===== src/rtl/sd_block_writer.sv =====
// rtl/sd_block_writer.sv - collects a byte stream into 512-byte blocks and writes them through the SD controller
// Bytes fill a 512x8 buffer; the full block is then streamed one byte per ready_for_next_byte rising edge.
module sd_block_writer #(
  parameter logic [31:0] START_ADR = 32'h0010_0000,
  parameter logic [31:0] STOP_ADR  = 32'h0014_0000,
  parameter logic [7:0]  PAD_BYTE  = 8'h80
) (
  input  logic        clk,
  input  logic        reset,
  input  logic        start,
  input  logic        flush,
  input  logic [7:0]  in_data,
  input  logic        in_valid,
  output logic        in_ready,
  input  logic        sd_ready,
  input  logic        sd_ready_for_next_byte,
  output logic        sd_wr,
  output logic [7:0]  sd_din,
  output logic [31:0] sd_adr,
  output logic        busy,
  output logic        done,
  output logic [15:0] blocks_written,
  output logic        overflow
);

  typedef enum logic [3:0] {
    S_IDLE, S_FILL, S_PAD, S_WAIT_READY, S_ISSUE, S_STREAM, S_WAIT_DONE, S_NEXT, S_DONE
  } state_t;

  state_t      r_state;
  state_t      w_state_nxt;
  logic [7:0]  r_mem [0:511];
  logic [9:0]  r_cnt;
  logic [8:0]  r_idx;
  logic [7:0]  r_dout;
  logic [31:0] r_adr;
  logic [15:0] r_blocks;
  logic        r_ovf;
  logic        r_flushed;
  logic        r_rfnb_prev;

  logic        w_accept;
  logic [9:0]  w_cnt_acc;
  logic        w_edge;
  logic [8:0]  w_idx_nxt;
  logic [31:0] w_adr_inc;
  logic        w_we;
  logic [7:0]  w_wdata;
  logic        w_rd_en;

  assign w_accept  = in_ready && in_valid;
  assign w_cnt_acc = r_cnt + {9'd0, w_accept};
  assign w_edge    = (r_state == S_STREAM) && sd_ready_for_next_byte && !r_rfnb_prev;
  assign w_idx_nxt = r_idx + {8'd0, w_edge};
  assign w_adr_inc = r_adr + 32'h0000_0200;

  always_comb begin
    w_state_nxt = r_state;
    in_ready    = 1'b0;
    sd_wr       = 1'b0;
    busy        = 1'b1;
    done        = 1'b0;
    w_we        = 1'b0;
    w_wdata     = in_data;
    w_rd_en     = 1'b0;
    case (r_state)
      S_IDLE: begin
        busy = 1'b0;
        if (start) w_state_nxt = S_FILL;
      end
      S_FILL: begin
        in_ready = (r_cnt < 10'd512);
        w_we     = w_accept;
        // the byte arriving with flush is stored before padding starts
        if (flush) begin
          if (w_cnt_acc == 10'd0)        w_state_nxt = S_DONE;
          else if (w_cnt_acc == 10'd512) w_state_nxt = S_WAIT_READY;
          else                           w_state_nxt = S_PAD;
        end else if (w_cnt_acc == 10'd512) begin
          w_state_nxt = S_WAIT_READY;
        end
      end
      S_PAD: begin
        w_we    = 1'b1;
        w_wdata = PAD_BYTE;
        if (r_cnt == 10'd511) w_state_nxt = S_WAIT_READY;
      end
      S_WAIT_READY: begin
        w_rd_en = 1'b1;
        if (sd_ready) w_state_nxt = S_ISSUE;
      end
      S_ISSUE: begin
        w_rd_en = 1'b1;
        sd_wr   = 1'b1;
        if (!sd_ready) w_state_nxt = S_STREAM;
      end
      S_STREAM: begin
        w_rd_en = 1'b1;
        if (w_edge && r_idx == 9'd511) w_state_nxt = S_WAIT_DONE;
      end
      S_WAIT_DONE: begin
        if (sd_ready) w_state_nxt = S_NEXT;
      end
      S_NEXT: begin
        if (r_flushed || w_adr_inc >= STOP_ADR) w_state_nxt = S_DONE;
        else                                    w_state_nxt = S_FILL;
      end
      S_DONE: begin
        busy        = 1'b0;
        done        = 1'b1;
        w_state_nxt = S_IDLE;
      end
      default: begin
        busy        = 1'b0;
        w_state_nxt = S_IDLE;
      end
    endcase
  end

  always_ff @(posedge clk) begin
    if (w_we && !reset) r_mem[r_cnt[8:0]] <= w_wdata;
  end

  // read address looks one edge ahead so the next byte is ready within a cycle of each request
  always_ff @(posedge clk) begin
    if (reset)        r_dout <= 8'h00;
    else if (w_rd_en) r_dout <= r_mem[w_idx_nxt];
  end

  always_ff @(posedge clk) begin
    if (reset) begin
      r_state     <= S_IDLE;
      r_cnt       <= 10'd0;
      r_idx       <= 9'd0;
      r_adr       <= 32'd0;
      r_blocks    <= 16'd0;
      r_ovf       <= 1'b0;
      r_flushed   <= 1'b0;
      r_rfnb_prev <= 1'b0;
    end else begin
      r_state     <= w_state_nxt;
      r_rfnb_prev <= sd_ready_for_next_byte;
      if (busy && in_valid && !in_ready) r_ovf <= 1'b1;
      case (r_state)
        S_IDLE: begin
          if (start) begin
            r_adr     <= START_ADR;
            r_blocks  <= 16'd0;
            r_ovf     <= 1'b0;
            r_flushed <= 1'b0;
            r_cnt     <= 10'd0;
            r_idx     <= 9'd0;
          end
        end
        S_FILL: begin
          r_cnt <= w_cnt_acc;
          if (flush && w_cnt_acc != 10'd0) r_flushed <= 1'b1;
        end
        S_PAD:    r_cnt <= r_cnt + 10'd1;
        S_STREAM: r_idx <= w_idx_nxt;
        S_NEXT: begin
          r_blocks <= r_blocks + 16'd1;
          r_adr    <= w_adr_inc;
          r_cnt    <= 10'd0;
        end
        default: ;
      endcase
    end
  end

  assign sd_din         = r_dout;
  assign sd_adr         = r_adr;
  assign blocks_written = r_blocks;
  assign overflow       = r_ovf;

endmodule


===== config.mk =====
export PLATFORM = sky130hd
export DESIGN_NAME = sd_block_writer
export DESIGN_NICKNAME = d
export VERILOG_FILES = /design/src/rtl/sd_block_writer.sv
export SDC_FILE = /design/constraint.sdc
export NUM_CORES = 2
export LEC_CHECK = 0
export ABC_AREA = 0
export CAP_MARGIN = 20
export CORE_MARGIN = 2
export CORE_UTILIZATION = 49
export CTS_CLUSTER_SIZE = 28
export DETAILED_ROUTE_END_ITERATION = 10
export PLACE_DENSITY = 0.65
export SLEW_MARGIN = 40
export SYNTH_ARGS = -nofsm -noshare
export SYNTH_HDL_FRONTEND = slang
export SYNTH_SLANG_ARGS = --single-unit

===== constraint.sdc =====
create_clock -name clk -period 13.2 [get_ports clk]
set_clock_uncertainty 0.15 [all_clocks]
set_input_delay 2.64 -clock clk [delete_from_list [all_inputs] [get_ports clk]]
set_output_delay 2.64 -clock clk [all_outputs]
set_load 0.02 [all_outputs]

# Word-level counts from Yosys, hierarchy flattened
# Memories as Yosys holds them, arrays and structs flattened. A register that Yosys moved wholly into a read port is not among the register bits.
# Index checks and enable logic that the tools add are counted.
dict set report totals {
  register_bits 74
  ramBits 4096
  inputBits 15
  output_inout_bits 61
  wordCells 96
  memories 1
}
dict set report op_classes {
  add_sub_neg 5
  order_cmp 2
  eq_ne 19
  n_mux 35
  reduce_logical 26
}
# name depth word_bits read_ports rd_clocked_by_memory_dff write_ports line
set memory_table {}
lappend memory_table {r_mem 512 8 1 1 1 32} ;# logic [7:0] r_mem [0:511];
# operator count
set op_table {}
lappend op_table {{$pmux 32 s2} 1}
lappend op_table {{$mux 4} 10}
lappend op_table {{$pmux 10 s4} 1}
lappend op_table {{$add 32x10->32 const B} 1}
lappend op_table {{$ge 32x21->1 const B} 1}
lappend op_table {{$mux 32} 1}
lappend op_table {{$pmux 16 s2} 1}
lappend op_table {{$pmux 4 s8} 1}
lappend op_table {{$pmux 9 s2} 1}
lappend op_table {{$add 16x1->16 const B} 1}
lappend op_table {{$eq 4x3->1 const B} 4}
lappend op_table {{$mux 16} 1}
lappend op_table {{$mux 1} 13}
lappend op_table {{$ne 2x2->1 const B} 6}
lappend op_table {{$add 10x1->10} 1}
lappend op_table {{$add 10x1->10 const B} 1}
lappend op_table {{$eq 10x10->1 const B} 1}
lappend op_table {{$eq 10x9->1 const B} 1}
lappend op_table {{$logic_not 10->1} 1}
lappend op_table {{$lt 10x10->1 const B} 1}
lappend op_table {{$mux 10} 1}
lappend op_table {{$reduce_bool 10->1} 1}
lappend op_table {{$add 9x1->9} 1}
lappend op_table {{$eq 9x9->1 const B} 1}
lappend op_table {{other kinds (19)} 34}

# Depth between registers and ports, before layout
dict set report depth {
  depth_word 9
  mapped_depth 20
  depth_no_buf 14
}

# Least setup slack after synthesis
# Ideal clock, no wire load.
dict set report synth_path {
  kind {in2reg}
  startpoint {in in_data[7]}
  endpoint {mem r_mem[0][7], data pin}
  setup_time_ns 1.607
  t_arrival_ns 9.430
  required_ns 11.443
  setup_slack_ns 2.013
  stages 1
  path_buffers 0
  cell_sequence {nand2b_1}
}
dict set report synth_between {
  elab_chain_cells 1
}
# item line
set synth_rtl {}
lappend synth_rtl {{start: declaration} 12} ;# input logic [7:0] in_data,
lappend synth_rtl {{$mux 8} 66} ;# case (r_state)
lappend synth_rtl {{end: declaration} 32}
# Every way passes these cells.

# Worst setup path in the final report
dict set report layout_path {
  startpoint {in sd_ready_for_next_byte}
  endpoint {reg r_dout[7] (netlist: sd_din[7]) (read register of r_mem)}
}
dict set report layout_between {
  elab_chain_cells 3
}
# item line
set layout_rtl {}
lappend layout_rtl {{start: declaration} 16} ;# input logic sd_ready_for_next_byte,
lappend layout_rtl {{$logic_and 1x1->1 (2 in series)} 53} ;# assign w_edge = (r_state == S_STREAM) && sd_ready_for_next_byte && !r_rfnb_prev;
lappend layout_rtl {{$add 9x1->9} 54} ;# assign w_idx_nxt = r_idx + {8'd0, w_edge};
lappend layout_rtl {{end: declaration} 35} ;# logic [7:0] r_dout;
# Every way passes these cells.
# A chain may end at the register's enable or synchronous reset.

==> out/metrics.csv <==
metric;value;unit
critical path required time;13.85;ns
CP Launch Point;sd_ready_for_next_byte;
die width;581.7;um
final hold viol count;0;
Initial Util;49.12;%
Mapped Avg Cell Area;20.18;sq um
FF-to-FF Start;r_state[0];
Pwr Density;150.3;nW/um^2
Clock Latency Late Sink;0.99;ns
share of post-route cells with drive strength above 1;24.93;%
crit share post-route;59.11;%
vias in the first global route;82290;
root buf cell;clkbuf_16;
Setup Fix Bufs, Post-CTS;0;
post-synthesis cell area;163500;sq um
vias per inst;6.394;
status;complete, no violations;
register area;124500;sq um
final wirelength;424.0;mm
Post-Syn Instances;8104;
placed wire-length estimate;246.6;mm
initial detailed-routing violation count;10970;
post-cts repair resize count;0;
register area share after synthesis;76.12;%
Synth cell types;84;
hold_sp;r_flushed;
TritonCTS clock tree;done;
Post-route DRC;0;
Placeable Area;332900;sq um
most frequent cells in the layout;4,096 x edfxtp_1, 1,069 x mux4_2, 605 x nand2_1;
Worst EP arrival;8.46;ns
number of I/O pins;76;
worst ir drop on vdd;0.0001282;V
Wirelength per Cell;32.68;um
overall routing resource usage;24.83;%
post-layout min period;7.803;ns
Setup TNS Final;0;ns
Crit Path Category;in -> reg;
commonest register cell after synthesis;edfxtp_1;
Die Y;581.7;um
Yosys reg bits;4169;
Final setup viols;0;
Worst-path clk slew;0.06;ns
RSZ-0062 raised after global routing;no;
GRT overflow;0;
CP max FO;21;
worst min-delay path class;reg -> reg;
max_cap viols;0;
fmax;128.2;MHz
CTS Hold Bufs;0;
Slew Limit Fails;0;
Post-layout nets;8275;
H-tree depth;5;
CP Capture Type;flip-flop;
Syn. warnings;0;
# clock sinks;4169;
FP Rows;212;
I/O Buffers;66;
GP Congestion;0.8253;
largest net degree at the start of global routing;205;
CTS Buffer Depth;4;
commonest non-fill, non-tap cell in the layout;edfxtp_1;
Fillers;24750;
initial antenna violation count;16;
Power Total;27490;uW
Leakage;0.05426;uW
area of the multi-input gates;37390;sq um
first-pass GRT wire length;605.7;mm
critical path launch point type;input port;
Vias;82960;
synth-to-layout area growth;11.85;%
number of CTS-inserted buffers;406;
Slew @ Worst Pin;0.9601;ns
EDFF count, synth;4096;
Routed Antenna Nets;0;
Post-synth ARST share;0;%
Max-slew headroom;35.99;%
DR pass1 iterations;8;
die area;338300;sq um
[final cells by class]
type,count,area share [%]
Inverter,16,0.03558
Clock buffer,515,5.836
Tap cell,4387,3.002
Timing Repair Buffer,238,1.486
Multi-Input combinational cell,3418,20.45
Sequential cell,4169,68.06
Antenna cell,7,0.009579
Clock inverter,225,1.124
[power by group]
group / switching, uW / internal, uW
logic: 1020 / 185
clock network: 5020 / 6200
registers: 31.5 / 15000
[critical path, cell delays in order]
cell and delay [ns]:
clkdlybuf4s50_1 0.52, nand2b_1 0.14, nor2_1 0.18, ha_4 0.21, nand3_2 0.23, o21a_1 0.46, nor2_4 0.73, buf_4 0.67
nand2_1 0.67, o221ai_1 0.56, o221ai_1 0.49, o31ai_1 0.82, a21oi_1 0.09
[routing by layer]
layer	part of all wire, %	track usage (%)	vias up
met2	48	39.07	4564
met5	0.0052	0	-
li1	-	-	33520
met1	39	35.41	44150
met3	9.8	4.681	722
met4	3.3	8.009	4
[final timing paths]
kind | end | slack [ns] | depth (start not counted)
max | sd_din[7] | 5.40 | 13
min | r_flushed | 0.35 | 2
max reg2reg | sd_din[7] | 6.30 | 13
min reg2reg | r_flushed | 0.35 | 2
[cell families (layout without fill, tap and decap cells)]
logic type / count (synthesis) / after routing / share of synthesized area, %
flip-flops: 4169 / 4169 / 76.12
AND/OR/NAND/NOR: 1757 / 1757 / 4.571
multiplexers: 1195 / 1195 / 15.50
buffers and inverters: 525 / 994 / 1.726
AO/OA/AOI/OAI: 430 / 430 / 1.886
XOR/XNOR: 16 / 16 / 0.1110
adder cells (fa/ha/maj): 11 / 11 / 0.08418
other: 1 / 16 / 0.002294
[flip-flops by register name, summed over array words and instances (netlist names)]
| register | count |
|---|---|
| r_mem | 4096 |
| r_state | 4 |
| blocks_written | 16 |
| r_flushed | 1 |
| sd_adr | 23 |
| r_cnt | 10 |
| overflow | 1 |
| r_rfnb_prev | 1 |
| sd_din | 8 |
| r_idx | 9 |
[synthesized netlist by cell type, drive strengths merged, types with 15 or more instances]
| cell type | count | share of area, % |
|---|---|---|
| o22ai | 15 | 0.057 |
| buf | 334 | 1.3 |
| nand4 | 44 | 0.18 |
| dfxtp | 73 | 0.89 |
| edfxtp | 4096 | 75 |
| nand3 | 199 | 0.61 |
| nor3 | 69 | 0.22 |
| mux4 | 1069 | 15 |
| nand2 | 630 | 1.5 |
| and3 | 37 | 0.14 |
| o211ai | 20 | 0.092 |
| a31oi | 20 | 0.077 |
| mux2i | 122 | 0.75 |
| a311oi | 44 | 0.24 |
| nor2 | 696 | 1.6 |
| a21oi | 89 | 0.27 |
| a22oi | 21 | 0.096 |
| a32oi | 57 | 0.31 |
| clkbuf | 175 | 0.40 |
| inv | 16 | 0.037 |
| o21ai | 55 | 0.17 |
| a221oi | 20 | 0.11 |
[stage by stage]
step | instance area, sq um | hold WS [ns] | util [%] | std cells | setup WS [ns]
4_1_cts | 182100 | 0.3499 | 54.70 | 12960 | 5.171
3_5_place_dp | 169400 | 0.3409 | 50.88 | 12220 | 4.157
2_1_floorplan | 163500 | 0.3157 | - | 8112 | 2.013
3_3_place_gp | 168700 | 0.3267 | 50.66 | 12200 | 3.808
6_report | 182900 | 0.3466 | 54.93 | 12980 | 5.397
5_1_grt | 182900 | 0.3851 | 54.93 | 12970 | 5.295
Power figures use the tool's default switching activity.
